### src/rtl/seq_alu.sv
// seq_alu: execute-stage ALU.
//   AND, OR, ADD and SUB (and the undefined codes, which return 0) finish in
//   one cycle. MUL runs on a radix-2 shift-add engine for exactly WIDTH cycles.
//   A start/busy/valid handshake lets the pipeline stall while a multiply runs.
// Ports:
//   clk_i      clock, rising edge
//   rst_i      asynchronous active-high reset
//   start_i    request, accepted only when busy_o==0
//   ALUCtrl_i  000 AND, 001 OR, 010 ADD, 110 SUB, 111 MUL
//   data1_i    operand A (multiplicand)
//   data2_i    operand B (multiplier)
//   data_o     registered result, held until the next valid_o
//   zero_o     registered (data_o == 0)
//   busy_o     high while a MUL iterates
//   valid_o    one-cycle pulse per new result (stays high for back-to-back ops)
module seq_alu #(
  parameter int WIDTH = 32
) (
  input  logic             clk_i,
  input  logic             rst_i,
  input  logic             start_i,
  input  logic [2:0]       ALUCtrl_i,
  input  logic [WIDTH-1:0] data1_i,
  input  logic [WIDTH-1:0] data2_i,
  output logic [WIDTH-1:0] data_o,
  output logic             zero_o,
  output logic             busy_o,
  output logic             valid_o
);

  localparam logic [2:0] OP_AND = 3'b000;
  localparam logic [2:0] OP_OR  = 3'b001;
  localparam logic [2:0] OP_ADD = 3'b010;
  localparam logic [2:0] OP_SUB = 3'b110;
  localparam logic [2:0] OP_MUL = 3'b111;

  localparam int               CNT_W    = $clog2(WIDTH);
  localparam logic [CNT_W-1:0] CNT_LAST = CNT_W'(WIDTH - 1);

  typedef enum logic [1:0] {
    S_IDLE = 2'd0,
    S_MUL  = 2'd1,
    S_DONE = 2'd2
  } state_t;

  state_t           state, state_next;
  logic [WIDTH-1:0] acc, mcand, mplier;
  logic [WIDTH-1:0] acc_next;
  logic [WIDTH-1:0] single_res;
  logic [CNT_W-1:0] cnt;
  logic             accept;
  logic             is_mul;
  logic             last_iter;

  // Single-cycle operations; undefined codes yield 0 so zero_o reads 1.
  function automatic logic [WIDTH-1:0] alu_op(input logic [2:0]       op,
                                              input logic [WIDTH-1:0] a,
                                              input logic [WIDTH-1:0] b);
    logic [WIDTH-1:0] r;
    case (op)
      OP_AND:  r = a & b;
      OP_OR:   r = a | b;
      OP_ADD:  r = a + b;
      OP_SUB:  r = a - b;
      default: r = '0;
    endcase
    return r;
  endfunction

  assign accept     = start_i & (state != S_MUL);
  assign is_mul     = (ALUCtrl_i == OP_MUL);
  assign last_iter  = (state == S_MUL) && (cnt == CNT_LAST);
  assign acc_next   = mplier[0] ? (acc + mcand) : acc;
  assign single_res = alu_op(ALUCtrl_i, data1_i, data2_i);

  // State register
  always_ff @(posedge clk_i or posedge rst_i) begin
    if (rst_i) state <= S_IDLE;
    else       state <= state_next;
  end

  // Next-state logic
  always_comb begin
    state_next = state;
    case (state)
      S_IDLE, S_DONE: begin
        if (accept) state_next = is_mul ? S_MUL : S_DONE;
        else        state_next = S_IDLE;
      end
      S_MUL:   state_next = last_iter ? S_DONE : S_MUL;
      default: state_next = S_IDLE;
    endcase
  end

  // Handshake outputs follow the state directly
  always_comb begin
    busy_o  = (state == S_MUL);
    valid_o = (state == S_DONE);
  end

  // Datapath: operand capture, shift-add iteration, result register
  always_ff @(posedge clk_i or posedge rst_i) begin
    if (rst_i) begin
      acc    <= '0;
      mcand  <= '0;
      mplier <= '0;
      cnt    <= '0;
      data_o <= '0;
      zero_o <= 1'b0;
    end else if (accept) begin
      if (is_mul) begin
        acc    <= '0;
        mcand  <= data1_i;
        mplier <= data2_i;
        cnt    <= '0;
      end else begin
        data_o <= single_res;
        zero_o <= (single_res == '0);
      end
    end else if (state == S_MUL) begin
      acc    <= acc_next;
      mcand  <= mcand << 1;
      mplier <= mplier >> 1;
      cnt    <= cnt + 1'b1;
      // The last iteration's partial product is folded in directly.
      if (last_iter) begin
        data_o <= acc_next;
        zero_o <= (acc_next == '0);
      end
    end
  end

endmodule

### config.mk
export PLATFORM = sky130hd
export DESIGN_NAME = seq_alu
export DESIGN_NICKNAME = d
export VERILOG_FILES = /design/src/rtl/seq_alu.sv
export SDC_FILE = /design/constraint.sdc
export NUM_CORES = 1
export LEC_CHECK = 0
export CELL_PAD_IN_SITES_DETAIL_PLACEMENT = 1
export CELL_PAD_IN_SITES_GLOBAL_PLACEMENT = 1
export CORE_ASPECT_RATIO = 1.1
export CORE_MARGIN = 4
export CORE_UTILIZATION = 40
export DETAILED_ROUTE_END_ITERATION = 16
export PLACE_DENSITY_LB_ADDON = 0.1
export SYNTH_ARGS = -nofsm -noshare
export SYNTH_HDL_FRONTEND = slang
export SYNTH_SLANG_ARGS = --single-unit
export TNS_END_PERCENT = 1
### constraint.sdc
create_clock -name clk_i -period 6.7 [get_ports clk_i]
set_clock_uncertainty 0.05 [all_clocks]
set_input_delay 1.675 -clock clk_i [delete_from_list [all_inputs] [get_ports clk_i]]
set_output_delay 1.675 -clock clk_i [all_outputs]
set_load 0.01 [all_outputs]
## Word-level counts from Yosys, hierarchy flattened

Index checks and enable logic that the tools add are counted.

- Flip-flop bits (word level): 136
- Bits of input ports: 70
- Output and inout bits: 35

- Add/subtract/negate cells: 4
- Equal/unequal tests: 10
- Multiplexer cells: 26
- Bitwise logic cells: 3
- Reduce and logical (&&, ||, !) cells: 10

Operator list:

| cell | number |
|---|---|
| $mux W32 | 14 |
| $pmux W32 S4 | 1 |
| $add A32 B32 Y32 | 2 |
| $logic_not A32 Y1 | 2 |
| $and A32 B32 Y32 | 1 |
| $or A32 B32 Y32 | 1 |
| $sub A32 B32 Y32 | 1 |
| $mux W5 | 3 |
| $eq A3 B3 Y1 const B | 2 |
| $mux W2 | 3 |
| $add A5 B1 Y5 const B | 1 |
| $eq A5 B5 Y1 const B | 1 |
| $mux W1 | 4 |
| $ne A2 B1 Y1 const B | 2 |
| $pmux W2 S2 | 1 |
| $reduce_bool A2 Y1 | 2 |
| $eq A3 B1 Y1 const B | 1 |
| $eq A3 B2 Y1 const B | 1 |
| $logic_not A3 Y1 | 1 |
| $reduce_and A3 Y1 | 1 |
| $eq A2 B1 Y1 const B | 1 |
| $eq A2 B2 Y1 const B | 1 |
| $logic_not A2 Y1 | 1 |
| $ne A2 B2 Y1 const B | 1 |
| 4 further kinds | 4 |

## Depth between registers and ports, before layout

- Depth in word-level cells: 6
- Mapped depth: 22

## Worst setup path before layout

OpenSTA, ideal clock, no wires.

- Kind: input to register
- From: input port data2_i[12]
- To: register zero_o
- Library setup time: 0.126 ns
- Arrival: 6.201 ns
- Required time: 6.524 ns
- Slack: 0.323 ns
- Stages on the path: 20
- Cells stage by stage: or4_4 or3_4 nor3_4 nand2b_2 or3_4 nor3_1 nor2_1 xnor2_1 ha_1 a21o_1 or3_1 o32ai_1 o2111ai_1 o211ai_1 nor3_1 a2111oi_1 xnor2_1 o2111ai_2 nor3_1 a311o_1

- Cells in the longest elaborated chain, start to end: 5

RTL lines:

| item | RTL line | RTL |
|---|---|---|
| start: declaration | 24 | `input logic [WIDTH-1:0] data2_i,` |
| $sub A32 B32 Y32 (tied with other cells) | 64 | `OP_SUB: r = a - b;` |
| $pmux W32 S4 * | 60 | `case (op)` |
| $logic_not A32 Y1 * | 118 | `zero_o <= (single_res == '0);` |
| $mux W1 * | 111 | `if (is_mul) begin` |
| $mux W1 * | 110 | `end else if (accept) begin` |
| end signal: assignment | 118 |  |
| end signal: assignment | 128 | `zero_o <= (acc_next == '0);` |
| end: declaration | 26 | `output logic zero_o,` |

Mark *: on every way between the ends. The rest lies on a longest branch, timed or not. The select of a mux whose other input is x is not followed.
A chain may end at the register's enable or synchronous reset.

## Worst setup path in the final report

Same ends and word-level chain as after synthesis.

==> summary.md <==
| Metric | Value |
|---|---|
| Bufs on Longest Clock Path | `2` |
| Worst setup path class | `in -> reg` |
| Crit path cell chain | `clkdlybuf4s50_1 > or4_4 > or3_4 > nor3_4 > nand2b_2 > or3_4 > nor3_2 > buf_4 > inv_1 > o21ai_0 > xor2_1 > ha_1 > a22o_1 > nor3_1 > o2111ai_1 > o211ai_1 > nor3_1 > a2111oi_1 > xnor2_1 > o2111ai_2 > nor3_1 > a311o_1` |
| Hold_buf cts | `0` |
| Placed wire-length estimate | `28,450 microns` |
| Clock power frac | `0.196` |
| Core area | `27,190 sq um` |
| Die W | `between 150 and 200 microns` |
| Maximum vdd drop | `~150 uV` |
| Reg clk slew, reported paths | `0.06 ns` |
| TritonCTS Buffers | `17` |
| Top-area cell type share of the netlist area | `0.3064` |
| Max Clk Rate | `157.0 MHz` |
| Total number of vias | `about 11k` |
| Die footprint | `30,500 sq um` |
| Period Utilization, post-route | `0.9506` |
| Final setup vio count | `0` |
| Sum Neg Setup Slack | `0 ns` |
| Total Routing Usage GR | `0.2441` |
| Die Y-Extent | `around 180 microns` |
| Initial Utilization | `0.4084` |
| Floorplan row count | `63` |
| EDFF count, synth | `0` |
| Syn Inst Count | `1,344` |
| Max transition margin | `0.4192` |
| Synthesized area | `11,110 sq um` |
| Total wire length | `37,280 microns` |
| Vias in the first global route | `between 10k and 15k` |
| Leakage | `6.068 nW` |
| RSZ-0062 raised after global routing | `no` |
| Hold Vio Cnt, Final | `0` |
| Max cap viols | `0` |
| Initial antenna violation count | `0` |
| Layout area overhead | `21.75%` |
| Place WS | `-0.3199 ns` |
| Overflow after GRT | `0` |
| Sink Count | `136` |
| PortBufs | `104` |
| Synth warn | `0` |
| Leading cell type in the layout, fill and taps excluded | `nand2_1` |
| Ys async rst share | `1.000` |
| DRC | `0` |
| Pwr Density | `373.3 nW/um^2` |
| Synth cell types | `82` |
| Setup bufs post-CTS | `0` |
| Final Util | `0.4973` |
| Syn avg cell area | `just over 8 sq um` |
| Ant diodes | `0` |
| FF-to-FF setup slack | `2.70 ns` |
| Sequential power share | `0.290` |
| Non-Filler Instances | `1,835` |
| CTS tree | `done` |
| CP max FO | `3` |
| Fin crit period | `6.369 ns` |
| Pin count of the biggest net entering global routing | `90` |
| Drt wl/cell | `20.31 microns` |
| Slew @ Worst Pin | `0.8712 ns` |
| I/O pins | `105` |
| Final nets | `1,604` |
| Post-route ant nets | `0` |
| Global-route wire length before repair | `60,260 microns` |
| Syn Nets | `1,483` |
| Final setup margin | `0.3312 ns` |
| HP Class | `reg -> reg` |
| CTS resizes | `0` |
| CP max stage delay | `0.54 ns` |
| Crit-path slowest cell | `or4_4` |
| Gate power share | `0.514` |
| Gpl congestion | `0.8971` |
| Worst setup EP type | `flip-flop` |
| Sequential area share after synthesis | `0.3064` |
| Vias per inst | `5.753` |
| Largest cells by area after synthesis | `dfrtp_1 31%, nand2_1 8.0%, mux2i_1 7.8%, ha_1 7.5%, o21ai_0 7.0%` |
| Post-synthesis register bit count | `136` |
| Switching power | `2.188 mW` |
| Pwr Total | `5.048 mW` |
| Cell taking the most area after synthesis | `dfrtp_1` |
| H-Tree Depth | `4` |
| First-pass DRT Iterations | `4` |
| Crit path DAT | `6.63 ns` |
| Placed Cells incl. Taps | `1,803` |
| Share of cells above drive strength 1 | `0.08999` |
| Commonest cells after routing, fill and taps aside | `235 x nand2_1, 155 x o21ai_0, 135 x dfrtp_1, 104 x clkdlybuf4s50_1, 86 x mux2i_1` |
| Synth Flop Type | `dfrtp_1` |
| Worst Setup Start Kind | `primary input` |
| Initial DRC count | `665` |
| Clock root buffer | `clkbuf_16` |
| Latest clock arrival within the worst-skew pair | `0.44 ns` |
| Switch share | `0.4335` |
| CP required | `between 6 and 7 ns` |
| Status | `complete, no violations` |
| Internal power | `2.860 mW` |
| Slew Limit Fails | `0` |
| Critical Path Most Common Cell | `nor3_1` |
[registers in the layout, summed over array words and instances (netlist names)]
register and cells:
data_o 32, mcand 32, acc 32, zero_o 1, state 2, mplier 32
cnt 5
[Yosys cell counts (4+ instances only)]
cell       number
or3_1          14
inv_1          24
nand3_1        11
a211o_1         8
a22o_1          4
ha_1           67
a21oi_1        75
clkbuf_1       64
o211ai_1        8
xnor2_1        41
o21a_1          9
and2_1          5
o31ai_1         9
dfrtp_1       136
o21ai_0       155
a21o_1         22
buf_1           9
a41oi_1         4
and4_1          7
a22oi_1        10
o21bai_1        4
nand2_1       236
nor3_1         23
nor2b_1        18
nand4_1        13
a211oi_1       14
nor2_1         59
nand2b_1        9
or4_1           5
maj3_1         30
o21ai_1         8
o2111ai_1       7
and3_1          7
xor2_1         35
o22ai_1        26
mux2i_1        86
a31oi_1        10
[final cells by class]
type | instances | area (sq um)
clock inverters | 14 | 172.7
well taps | 357 | 446.7
repair buffers | 176 | 1582
multi-input cells | 1109 | 7390
flip-flops and latches | 136 | 3405
fillers | 3284 | 13670
clock buffers | 18 | 429.2
inverters | 25 | 98.84
[cell families after synthesis]
family,synth area share
xor+xnor,0.06139
compound gates,0.2338
simple gates,0.1782
fa+ha+maj,0.1061
buf+inv,0.03357
flops,0.3064
mux,0.08055
[worst paths after layout]
check / end / cells after the start / startpoint
setup / recovery: zero_o / 22 / data2_i[12]
hold / removal: data_o[21] / 2 / data_o[21]
setup reg to reg: zero_o / 14 / mcand[0]
hold reg to reg: data_o[21] / 2 / data_o[21]
max in group asynchronous: mcand[11] / 3 / rst_i
min in group asynchronous: mplier[3] / 2 / rst_i
[power groups by stage]
stage	sequential [mW]	clock (mW)	combinational [mW]
floorplan	1.42	0	1.74
global placement	1.46	0	2.49
detailed placement	1.47	0	2.57
CTS	1.46	1.01	2.59
global route	1.52	1.05	2.90
finish	1.46	0.992	2.59
[through the flow]
step,area (sq um),hold slack (ns)
finish,13520,0.4278
global route,13520,0.4490
CTS,13500,0.4313
detailed placement,12900,0.4164
global placement,12900,0.4099
floorplan,11110,0.3992
[metal layers]
metal	up-vias	wire length, microns	GRT usage
met1	5207	18160	0.3500
met2	166	17470	0.3992
met4	0	510	0.05630
li1	5150	-	-
met3	33	1138	0.02673
met5	-	0	0
[critical path: cells and delay by family]
kind / cells / cell delay, ns
xor+xnor: 2 / 0.34
buf+inv: 3 / 0.62
fa+ha+maj: 1 / 0.26
simple gates: 9 / 2.02
compound gates: 7 / 1.70
(Power assumes the default switching activity.)
